<file path="config.mk">
export PLATFORM = sky130hd
export DESIGN_NAME = dmem_arbiter
export DESIGN_NICKNAME = d
export VERILOG_FILES = /design/src/rtl/dmem_arbiter.sv
export SDC_FILE = /design/constraint.sdc
export NUM_CORES = 1
export LEC_CHECK = 0
export ABC_AREA = 0
export CAP_MARGIN = 20
export CORE_ASPECT_RATIO = 0.8
export CORE_MARGIN = 2
export CORE_UTILIZATION = 30
export CTS_CLUSTER_DIAMETER = 120
export CTS_CLUSTER_SIZE = 30
export DETAILED_ROUTE_END_ITERATION = 10
export PLACE_DENSITY = 0.67
export SETUP_SLACK_MARGIN = 0.4
export SLEW_MARGIN = 30
export SYNTH_ARGS = -nofsm -noshare
export SYNTH_HDL_FRONTEND = slang
export SYNTH_SLANG_ARGS = --single-unit
</file>
<file path="constraint.sdc">
create_clock -name clk -period 3.39 [get_ports clk]
set_input_delay 0.339 -clock clk [delete_from_list [all_inputs] [get_ports clk]]
set_output_delay 0.339 -clock clk [all_outputs]
set_load 0.005 [all_outputs]
</file>
<file path="src/rtl/dmem_arbiter.sv">
`default_nettype none
// ============================================================================
// Module   : dmem_arbiter
// Purpose  : Two-port arbiter for the single-port DataMemory. Port 0 is the
//            CPU datapath and has fixed priority. Port 1 is the aux requester
//            (debug loader / display scanner). A starvation counter forces an
//            aux win after STARVE_LIMIT consecutive losses. Each transaction
//            runs IDLE -> ISSUE -> (WAIT_RD for reads) -> IDLE, and read data
//            is returned with a one-cycle valid pulse.
// Options  : DMEM_ARB_STATS_EN - when defined, builds 16-bit saturating
//            grant/conflict counters. Otherwise cnt_* are tied to zero.
// Revision : 1.0 - initial release
// ============================================================================
module dmem_arbiter #(
    parameter int ADDR_W       = 6,
    parameter int DATA_W       = 8,
    parameter int STARVE_LIMIT = 3
) (
    input  logic              clk,
    input  logic              reset,
    input  logic              req0,
    input  logic              req1,
    input  logic              we0,
    input  logic              we1,
    input  logic [ADDR_W-1:0] addr0,
    input  logic [ADDR_W-1:0] addr1,
    input  logic [DATA_W-1:0] wdata0,
    input  logic [DATA_W-1:0] wdata1,
    output logic              gnt0,
    output logic              gnt1,
    output logic              rvalid0,
    output logic              rvalid1,
    output logic [DATA_W-1:0] rdata0,
    output logic [DATA_W-1:0] rdata1,
    output logic              mem_read,
    output logic              mem_write,
    output logic [ADDR_W-1:0] mem_addr,
    output logic [DATA_W-1:0] mem_data_in,
    input  logic [DATA_W-1:0] mem_data_out,
    output logic [15:0]       cnt_cpu,
    output logic [15:0]       cnt_aux,
    output logic [15:0]       cnt_conflict
);

    localparam logic [1:0] c_ST_IDLE    = 2'd0;
    localparam logic [1:0] c_ST_ISSUE   = 2'd1;
    localparam logic [1:0] c_ST_WAIT_RD = 2'd2;

    localparam logic [3:0] c_STARVE_LIMIT = 4'(STARVE_LIMIT);
    localparam logic [3:0] c_STARVE_MAX   = 4'd15;

    logic [1:0]        r_state;
    logic              r_port;
    logic [3:0]        r_starve;
    logic              r_gnt0;
    logic              r_gnt1;
    logic              r_rvalid0;
    logic              r_rvalid1;
    logic [DATA_W-1:0] r_rdata0;
    logic [DATA_W-1:0] r_rdata1;
    logic              r_mem_read;
    logic              r_mem_write;
    logic [ADDR_W-1:0] r_mem_addr;
    logic [DATA_W-1:0] r_mem_data_in;

    logic              w_any_req;
    logic              w_pick1;
    logic              w_sel_we;

    // Winner selection: aux wins when alone, or when it has starved long enough.
    always_comb begin
        w_any_req = req0 | req1;
        w_pick1   = req1 & (~req0 | (r_starve >= c_STARVE_LIMIT));
        w_sel_we  = w_pick1 ? we1 : we0;
    end

    // Transaction sequencer with registered strobes, grants and read returns.
    always_ff @(posedge clk) begin
        if (reset) begin
            r_state       <= c_ST_IDLE;
            r_port        <= 1'b0;
            r_starve      <= 4'd0;
            r_gnt0        <= 1'b0;
            r_gnt1        <= 1'b0;
            r_rvalid0     <= 1'b0;
            r_rvalid1     <= 1'b0;
            r_rdata0      <= '0;
            r_rdata1      <= '0;
            r_mem_read    <= 1'b0;
            r_mem_write   <= 1'b0;
            r_mem_addr    <= '0;
            r_mem_data_in <= '0;
        end else begin
            r_gnt0      <= 1'b0;
            r_gnt1      <= 1'b0;
            r_rvalid0   <= 1'b0;
            r_rvalid1   <= 1'b0;
            r_mem_read  <= 1'b0;
            r_mem_write <= 1'b0;
            case (r_state)
                c_ST_IDLE: begin
                    if (w_any_req) begin
                        r_port        <= w_pick1;
                        r_mem_addr    <= w_pick1 ? addr1 : addr0;
                        r_mem_data_in <= w_pick1 ? wdata1 : wdata0;
                        r_gnt0        <= ~w_pick1;
                        r_gnt1        <= w_pick1;
                        r_mem_read    <= ~w_sel_we;
                        r_mem_write   <= w_sel_we;
                        r_state       <= c_ST_ISSUE;
                    end
                    // Aux loses only when both request and the CPU is chosen.
                    if (!req1 || w_pick1) begin
                        r_starve <= 4'd0;
                    end else if (r_starve != c_STARVE_MAX) begin
                        r_starve <= r_starve + 4'd1;
                    end
                end
                c_ST_ISSUE: begin
                    // The strobe of this cycle tells whether a read follows.
                    r_state <= r_mem_write ? c_ST_IDLE : c_ST_WAIT_RD;
                end
                c_ST_WAIT_RD: begin
                    if (r_port) begin
                        r_rdata1  <= mem_data_out;
                        r_rvalid1 <= 1'b1;
                    end else begin
                        r_rdata0  <= mem_data_out;
                        r_rvalid0 <= 1'b1;
                    end
                    r_state <= c_ST_IDLE;
                end
                default: begin
                    r_state <= c_ST_IDLE;
                end
            endcase
        end
    end

`ifdef DMEM_ARB_STATS_EN
    logic [15:0] r_cnt_cpu;
    logic [15:0] r_cnt_aux;
    logic [15:0] r_cnt_conflict;

    // Saturating statistics: grants per port and IDLE cycles with contention.
    always_ff @(posedge clk) begin
        if (reset) begin
            r_cnt_cpu      <= 16'd0;
            r_cnt_aux      <= 16'd0;
            r_cnt_conflict <= 16'd0;
        end else begin
            if (r_gnt0 && (r_cnt_cpu != 16'hFFFF)) begin
                r_cnt_cpu <= r_cnt_cpu + 16'd1;
            end
            if (r_gnt1 && (r_cnt_aux != 16'hFFFF)) begin
                r_cnt_aux <= r_cnt_aux + 16'd1;
            end
            if ((r_state == c_ST_IDLE) && req0 && req1 && (r_cnt_conflict != 16'hFFFF)) begin
                r_cnt_conflict <= r_cnt_conflict + 16'd1;
            end
        end
    end

    assign cnt_cpu      = r_cnt_cpu;
    assign cnt_aux      = r_cnt_aux;
    assign cnt_conflict = r_cnt_conflict;
`else
    assign cnt_cpu      = 16'd0;
    assign cnt_aux      = 16'd0;
    assign cnt_conflict = 16'd0;
`endif

    assign gnt0        = r_gnt0;
    assign gnt1        = r_gnt1;
    assign rvalid0     = r_rvalid0;
    assign rvalid1     = r_rvalid1;
    assign rdata0      = r_rdata0;
    assign rdata1      = r_rdata1;
    assign mem_read    = r_mem_read;
    assign mem_write   = r_mem_write;
    assign mem_addr    = r_mem_addr;
    assign mem_data_in = r_mem_data_in;

endmodule
`default_nettype wire

</file>
# == After elaboration in Yosys (flattened, before gate mapping) ==
# Cells that the tools add are included.
# word_totals
ff_bits,43
input_bits,42
elab_cells,49
# classes
add_sub_neg,1
order_cmp,1
n_eq_ne,4
n_mux,10
bitwise_logic,10
n_reduce_logical,10
# op_table
operator,n
4-bit 2-to-1 mux,2
8-bit 2-to-1 mux,1
2-bit AND reduction,4
1-bit NOT,7
6-bit 2-to-1 mux,1
"4-bit by 1-bit adder with 4-bit output, second input constant",1
"4-bit by 2-bit >= comparator with 1-bit output, second input constant",1
2-bit 2-to-1 mux,2
"4-bit != test, second input constant",1
2-bit one-hot mux with 2 select lines,1
1-bit 2-to-1 mux,3
3-bit OR reduction,1
"2-bit by 1-bit == test with 1-bit output, second input constant",1
"2-bit == test, second input constant",1
2-bit zero test,1
"2-bit != test, second input constant",1
1-bit bitwise OR,2
2-bit nonzero test,1
2-bit OR reduction,1
1-bit bitwise AND,1
1-bit zero test,1
1-bit logical OR,1

# == Longest topological paths before layout ==
# Gate-level depths: netlist of the first run.
# depth
ltp_word,6
mapped_depth,6
ltp_nobuf,4

# == Least setup slack after synthesis of the first run ==
# OpenSTA, ideal clock, no wires.
# synth_path
kind,reg2reg
startpoint,reg r_starve[0]
endpoint,reg r_starve[0]
setup_ps,70
arrival_time_ps,1677
required_ps,3320
setup_slack_ps,1643
path_stages_with_launch,6
n_path_buf,1
synth_period_minus_slack_ps,1747
cell_sequence,dfxtp_1 ha_1 or4b_1 buf_2 or4_1 a21oi_1
# synth_via
elab_chain_cells,6
word_cells_on_any_way,10
# synth_rtl
element,line,rtl
from (decl),54,logic [3:0] r_starve;
from (signal assigned),116,r_starve <= r_starve + 4'd1;
4-bit by 2-bit >= comparator with 1-bit output,73,w_pick1 = req1 & (~req0 | (r_starve >= c_STARVE_LIMIT));
1-bit bitwise OR,73,
1-bit bitwise AND,73,
1-bit logical OR,113,if (!req1 || w_pick1) begin
2-bit nonzero test (no source line),n/a,
2-bit AND reduction (no source line),n/a,
# Parallel ways exist; a longest one is shown, timed or not. The select of a mux whose other input is x is not followed.
# A chain may end at the register's enable or synchronous reset.

# == Worst setup path after layout of the first run ==
# Ends and elaborated chain as after synthesis.

==> results.yml, run 1 <==
yosys:
  synth_area_per_cell_um2: 8.90
  netlist_area_um2: 2060
  synth_top_area_share_pct: 41.9
  synth_cells: 231
  synth_enable_flop_cells: 0
  synth.distinct_cells: 28
  synth_commonest_cells: "48 x buf_4, 43 x dfxtp_1, 21 x nor2_1, 17 x a21oi_1"
  async_reset_ff_share_pct: 0
  synth-seq-area-share_pct: 41.9
  yosysMostFrequentCell: "buf_4"
  synth-main-ff-cell: "dfxtp_1"
  yosys_warnings: 0
  yosysTopAreaCell: "dfxtp_1"
  ys_ff_latch: 43
  synth_area_leaders: "dfxtp_1 42%, buf_4 18%, mux2i_1 7.8%, a311oi_1 6.0%, a21oi_1 4.1%"
grt:
  antenna_found_initial: 0
  grtUsageTotal_pct: 13.7
  grt_overflow: 0
  grt_max_degree: 27
  grt_pass1_vias: 1603
  grt_pass1_wl_um: 8070
drt:
  first_pass_iters: 4
  via_per_inst: 4.56
  drt_wl_total_um: 5250
  drcViolationCount: 0
  ant_nets: 0
  num_vias: 1759
  drt_iter0_drc: 105
  wl_per_cell_um: 13.6
setup_path:
  crit_path_end_kind: "flip-flop"
  r2r_start: "r_starve[0]"
  crit_type: "flip-flop to flip-flop"
  r2r_cells: 4
  ff2ff_setup_slack_ns: 1.27
  crit_start: "r_starve[0]"
  required_ns: 3.60
  start_kind: "flip-flop"
  cp_data_arrival_time_ns: 2.33
  r2r_end: "r_starve[0]"
  cp_max_fo: 18
  endpoint: "r_starve[0]"
floorplan:
  dieWidth_um: 96.6
  ios: 126
  die_h_um: 78.0
  die_area_um2: 7530
  start_util_pct: 31.6
  core_um2: 6510
  rows: 26
sta:
  worst_pin_slew_ns: 0.760
  finalMaxSlewViolations: 0
  period_share_pct: 62.5
  holdWs_ns: 0.461
  period_minus_slack_ns: 2.12
  relSlewSlack_pct: 49.2
  tns_ns: 0
  grt_setup_unrepaired: "no"
  finClkSkew_ns: 0.00941
  clock.fmax_mhz: 472
  setup_viol: 0
  hold_violations: 0
final_layout:
  antennaDiodeCount: 0
  layout-drive-gt1-share_pct: 5.63
  finalNetCount: 344
  final_core_util_pct: 43.7
  syn2layout_area_growth_pct: 38.2
  fill_cells: 665
clocking:
  cts_buffers: 5
  cts_root_buf: "clkbuf_8"
  worstSkewPairLatency_ns: 0.29
  clkTransAtPathRegs_ns: 0.08
  cts_tree: "built"
  clock-sinks: 43
  cts_setup_buffers: 0
  clockBufferDepth: 2
  ctsResizeCount: 0
  cts_hold_buffers: 0
  cts.htree.levels: 2
place:
  dp_hpwl_um: 3740
  portBuffers: 77
  place_congestion: 0.756
power:
  p_leak_nw: 1.14
  ir_drop_uv: 281
  powerDensity_nw_per_um2: 418
  p_total_mw: 1.19
run_status:
  status: "finished, final reports clean"
run:
  drv_cap: 0
min_path:
  hold_path_class: "flip-flop to flip-flop"
==> worst min-delay path by stage <==
| stage | start | to | slack, ns | depth (start not counted) |
|---|---|---|---|---|
| 2_1_floorplan | mem_write | r_state[1] | 0.43 | 1 |
| 3_3_place_gp | mem_write | r_state[1] | 0.44 | 1 |
| 3_5_place_dp | r_starve[1] | r_starve[1] | 0.46 | 2 |
| 4_1_cts | r_starve[1] | r_starve[1] | 0.47 | 2 |
| 5_1_grt | r_starve[1] | r_starve[1] | 0.51 | 2 |
| 6_report | mem_write | r_state[1] | 0.46 | 1 |
==> cells in the final DEF, fill, tap and decap left out, drive strengths merged, types with 3 or more instances in the layout <==
| cell | n |
|---|---|
| a21oi | 17 |
| conb | 48 |
| dfxtp | 43 |
| nor3b | 3 |
| mux2i | 16 |
| nor2 | 21 |
| nand3 | 16 |
| clkbuf | 6 |
| nand2 | 3 |
| buf | 6 |
| clkdlybuf4s50 | 76 |
| a311oi | 14 |
| o21ai | 16 |
==> registers in the layout (all words and copies together) (netlist names) <==
name         flops
r_starve         4
mem_write        1
gnt1             1
rvalid0          1
r_port           1
rdata0           8
mem_data_in      8
gnt0             1
mem_addr         6
r_state          2
rdata1           8
mem_read         1
rvalid1          1
==> layout make-up <==
class,instances,area [um^2],share of cell area (%)
Clock buffer,6,82.6,2.91
Clock inverter,2,35.0,1.23
Inverter,1,3.75,0.132
Multi-Input combinational cell,168,950,33.4
Sequential cell,43,861,30.3
Tap cell,84,105,3.70
Timing Repair Buffer,82,803,28.3
==> power by group <==
part / internal (mW) / switching (mW) / leakage (nW)
clock: 0.238 / 0.170 / 0.0612
sequential: 0.535 / 0.0173 / 0.352
combinational: 0.124 / 0.103 / 0.730
total: 0.897 / 0.290 / 1.14
==> worst max-delay path, cell delays in order (launching register included) <==
cell	delay, ns
dfxtp_1	0.33
ha_1	0.23
or4b_1	0.79
or4_1	0.57
a21oi_1	0.14
==> per-stage QoR <==
| stage | setup slack [ns] | std cells | area (um^2) |
|---|---|---|---|
| 6_report | 1.27 | 386 | 2840 |
| 5_1_grt | 1.20 | 386 | 2840 |
| 4_1_cts | 1.24 | 386 | 2840 |
| 3_5_place_dp | 0.979 | 378 | 2720 |
| 3_3_place_gp | 1.01 | 378 | 2720 |
| 2_1_floorplan | 1.64 | 278 | 2230 |
==> metal layers <==
| metal | GRT usage (%) | vias up | wire length (um) |
|---|---|---|---|
| met4 | 4.93 | 0 | 67 |
| li1 | - | 855 | - |
| met5 | 0 | - | 0 |
| met2 | 21.0 | 61 | 2440 |
| met3 | 3.17 | 6 | 374 |
| met1 | 18.8 | 837 | 2370 |
==> logic make-up (layout without fill, tap and decap cells) <==
logic type	count (synthesis)	in the layout	synth area share, %
AO/OA/AOI/OAI	49	49	14.7
adder cells (fa/ha/maj)	1	1	0.609
buffers and inverters	67	91	21.1
flip-flops	43	43	41.9
multiplexers	16	16	7.79
other	1	48	0.182
AND/OR/NAND/NOR	54	54	13.8
No activity file was read; power rests on OpenSTA's default activity.
==> run 2: changes to the inputs <==
- PLACE_DENSITY: 0.67 -> 0.7
- clock period: 3.39 -> 1.75 ns (I/O delays scaled with it)
==> results.yml, run 2 (synthesis gave the netlist of run 1 again) <==
clocking:
  clock-sinks: 43
  cts_tree: "built"
  cts_root_buf: "clkbuf_8"
  clkTransAtPathRegs_ns: 0.08
  clockBufferDepth: 2
  worstSkewPairLatency_ns: 0.29
  cts_buffers: 5
  cts.htree.levels: 2
power:
  ir_drop_uv: 322
  p_leak_nw: 1.49
  p_total_mw: 2.33
  powerDensity_nw_per_um2: 756
setup_path:
  r2r_end: "r_starve[0]"
  required_ns: 1.97
  r2r_start: "r_starve[0]"
  crit_type: "flip-flop to flip-flop"
  crit_buf_inv: 0
  start_kind: "flip-flop"
  r2r_cells: 4
  ff2ff_setup_slack_ns: 0.07
  critical-path-top-delay-family: "simple AND/OR/NAND/NOR gates"
  crit_slowest_cell: "or4b_4"
  crit_chain: "ha_4 -> or4b_4 -> or4_1 -> a21oi_1"
  cp_data_arrival_time_ns: 1.90
  max_stage_delay_ns: 0.48
  cp_max_fo: 3
  crit_path_end_kind: "flip-flop"
place:
  dp_hpwl_um: 3810
  place_congestion: 0.726
  dp_cells: 384
  placed_cell_area_um2: 2830
  portBuffers: 77
sta:
  setup_viol: 0
  finalMaxSlewViolations: 0
  period_share_pct: 95.8
  period_minus_slack_ns: 1.68
  hold_violations: 0
  clock.fmax_mhz: 596
  grt_setup_unrepaired: "yes"
  finClkSkew_ns: 0.00934
drt:
  first_pass_iters: 5
  drt_iter0_drc: 51
  num_vias: 1783
  ant_nets: 0
  drcViolationCount: 0
  wl_per_cell_um: 13.7
  drt_wl_total_um: 5420
  via_per_inst: 4.50
final_layout:
  final_cell_mix: "61 x clkdlybuf4s50_1, 48 x conb_1, 30 x dfxtp_1"
  fin_area_um2: 3080
  final_common_cell: "clkdlybuf4s50_1"
  layout-drive-gt1-share_pct: 16.0
  syn2layout_area_growth_pct: 50.0
  antennaDiodeCount: 0
  instances_no_fill: 396
  finalNetCount: 354
grt:
  grt_pass1_wl_um: 8360
  antenna_found_initial: 0
  grt_max_degree: 44
  grt_overflow: 0
  grt_pass1_vias: 1678
  grtUsageTotal_pct: 14.2
floorplan:
  die_h_um: 78.0
  dieWidth_um: 96.6
  ios: 126
  rows: 26
  start_util_pct: 31.6
  core_um2: 6510
  die_area_um2: 7530
run_status:
  status: "finished, final reports clean"
run:
  drv_cap: 0
min_path:
  hold_end: "r_state[1]"
  hold_path_class: "flip-flop to flip-flop"
  holdCritStartpoint: "mem_write"
  min_path_cells: 1
run 2: cell types whose count changed in the layout (fill, tap and decap cells not counted), sizes merged:
cell           delta
clkdlybuf4s50    -15
dlymetal6s2s     +15
dlygate4sd2       +1
buf               +9
run 2: timing repair:
action,in CTS,in global routing
hold buffers,0,0
resized for setup,11,27
setup buffers,3,0
pin swaps,2,0
setup endpoints to repair,28,45
gates cloned,1,0
run 2: routing by layer:
layer | routed length [um] | part of all wire, % | vias up | GRT usage [%]
li1 | - | - | 874 | -
met1 | 2350 | 43 | 841 | 18.0
met2 | 2680 | 49 | 64 | 23.7
met3 | 334 | 6.2 | 4 | 2.88
met4 | 53 | 0.98 | 0 | 5.07
met5 | 0 | 0 | - | 0
run 2: worst max-delay path by stage:
stage / to / cells after the start / slack, ns / start
CTS: r_starve[0] / 4 / 0.08 / r_starve[0]
global route: r_starve[0] / 4 / 0.04 / r_starve[0]
floorplan: r_starve[0] / 5 / 0.01 / r_starve[0]
detailed placement: r_starve[0] / 4 / -0.05 / req0
global placement: r_starve[0] / 4 / -0.01 / req0
finish: r_starve[0] / 4 / 0.07 / r_starve[0]
run 2: final cells by class:
class                      count  area (um^2)
sequential                    43          877
clock inverter                 2         35.0
inverter                       1         3.75
tap                           84          105
fill                         651         3420
clock buffer                   6         82.6
timing repair buffer          92          967
multi-input combinational    168         1010
run 2: stage by stage:
stage / TNS (ns) / hold slack (ns) / utilization (%) / setup WS (ns)
2_1_floorplan: 0 / 0.319 / - / 0.0115
3_3_place_gp: -0.0113 / 0.450 / 43.4 / -0.0113
3_5_place_dp: -0.0510 / 0.439 / 43.4 / -0.0510
4_1_cts: 0 / 0.449 / 46.6 / 0.0834
5_1_grt: 0 / 0.474 / 47.4 / 0.0431
6_report: 0 / 0.444 / 47.4 / 0.0729
run 2: worst register-to-register path: cells and delay by family (launching register included):
family,cells,cell delay (ns)
simple gates,2,0.96
flops,1,0.35
fa+ha+maj,1,0.16
compound gates,1,0.14
run 2: where the power goes:
| part | internal [mW] | total, mW | switching (mW) |
|---|---|---|---|
| combinational | 0.260 | 0.471 | 0.210 |
| clock | 0.462 | 0.790 | 0.328 |
| sequential | 1.04 | 1.07 | 0.0324 |
| total | 1.76 | 2.33 | 0.571 |
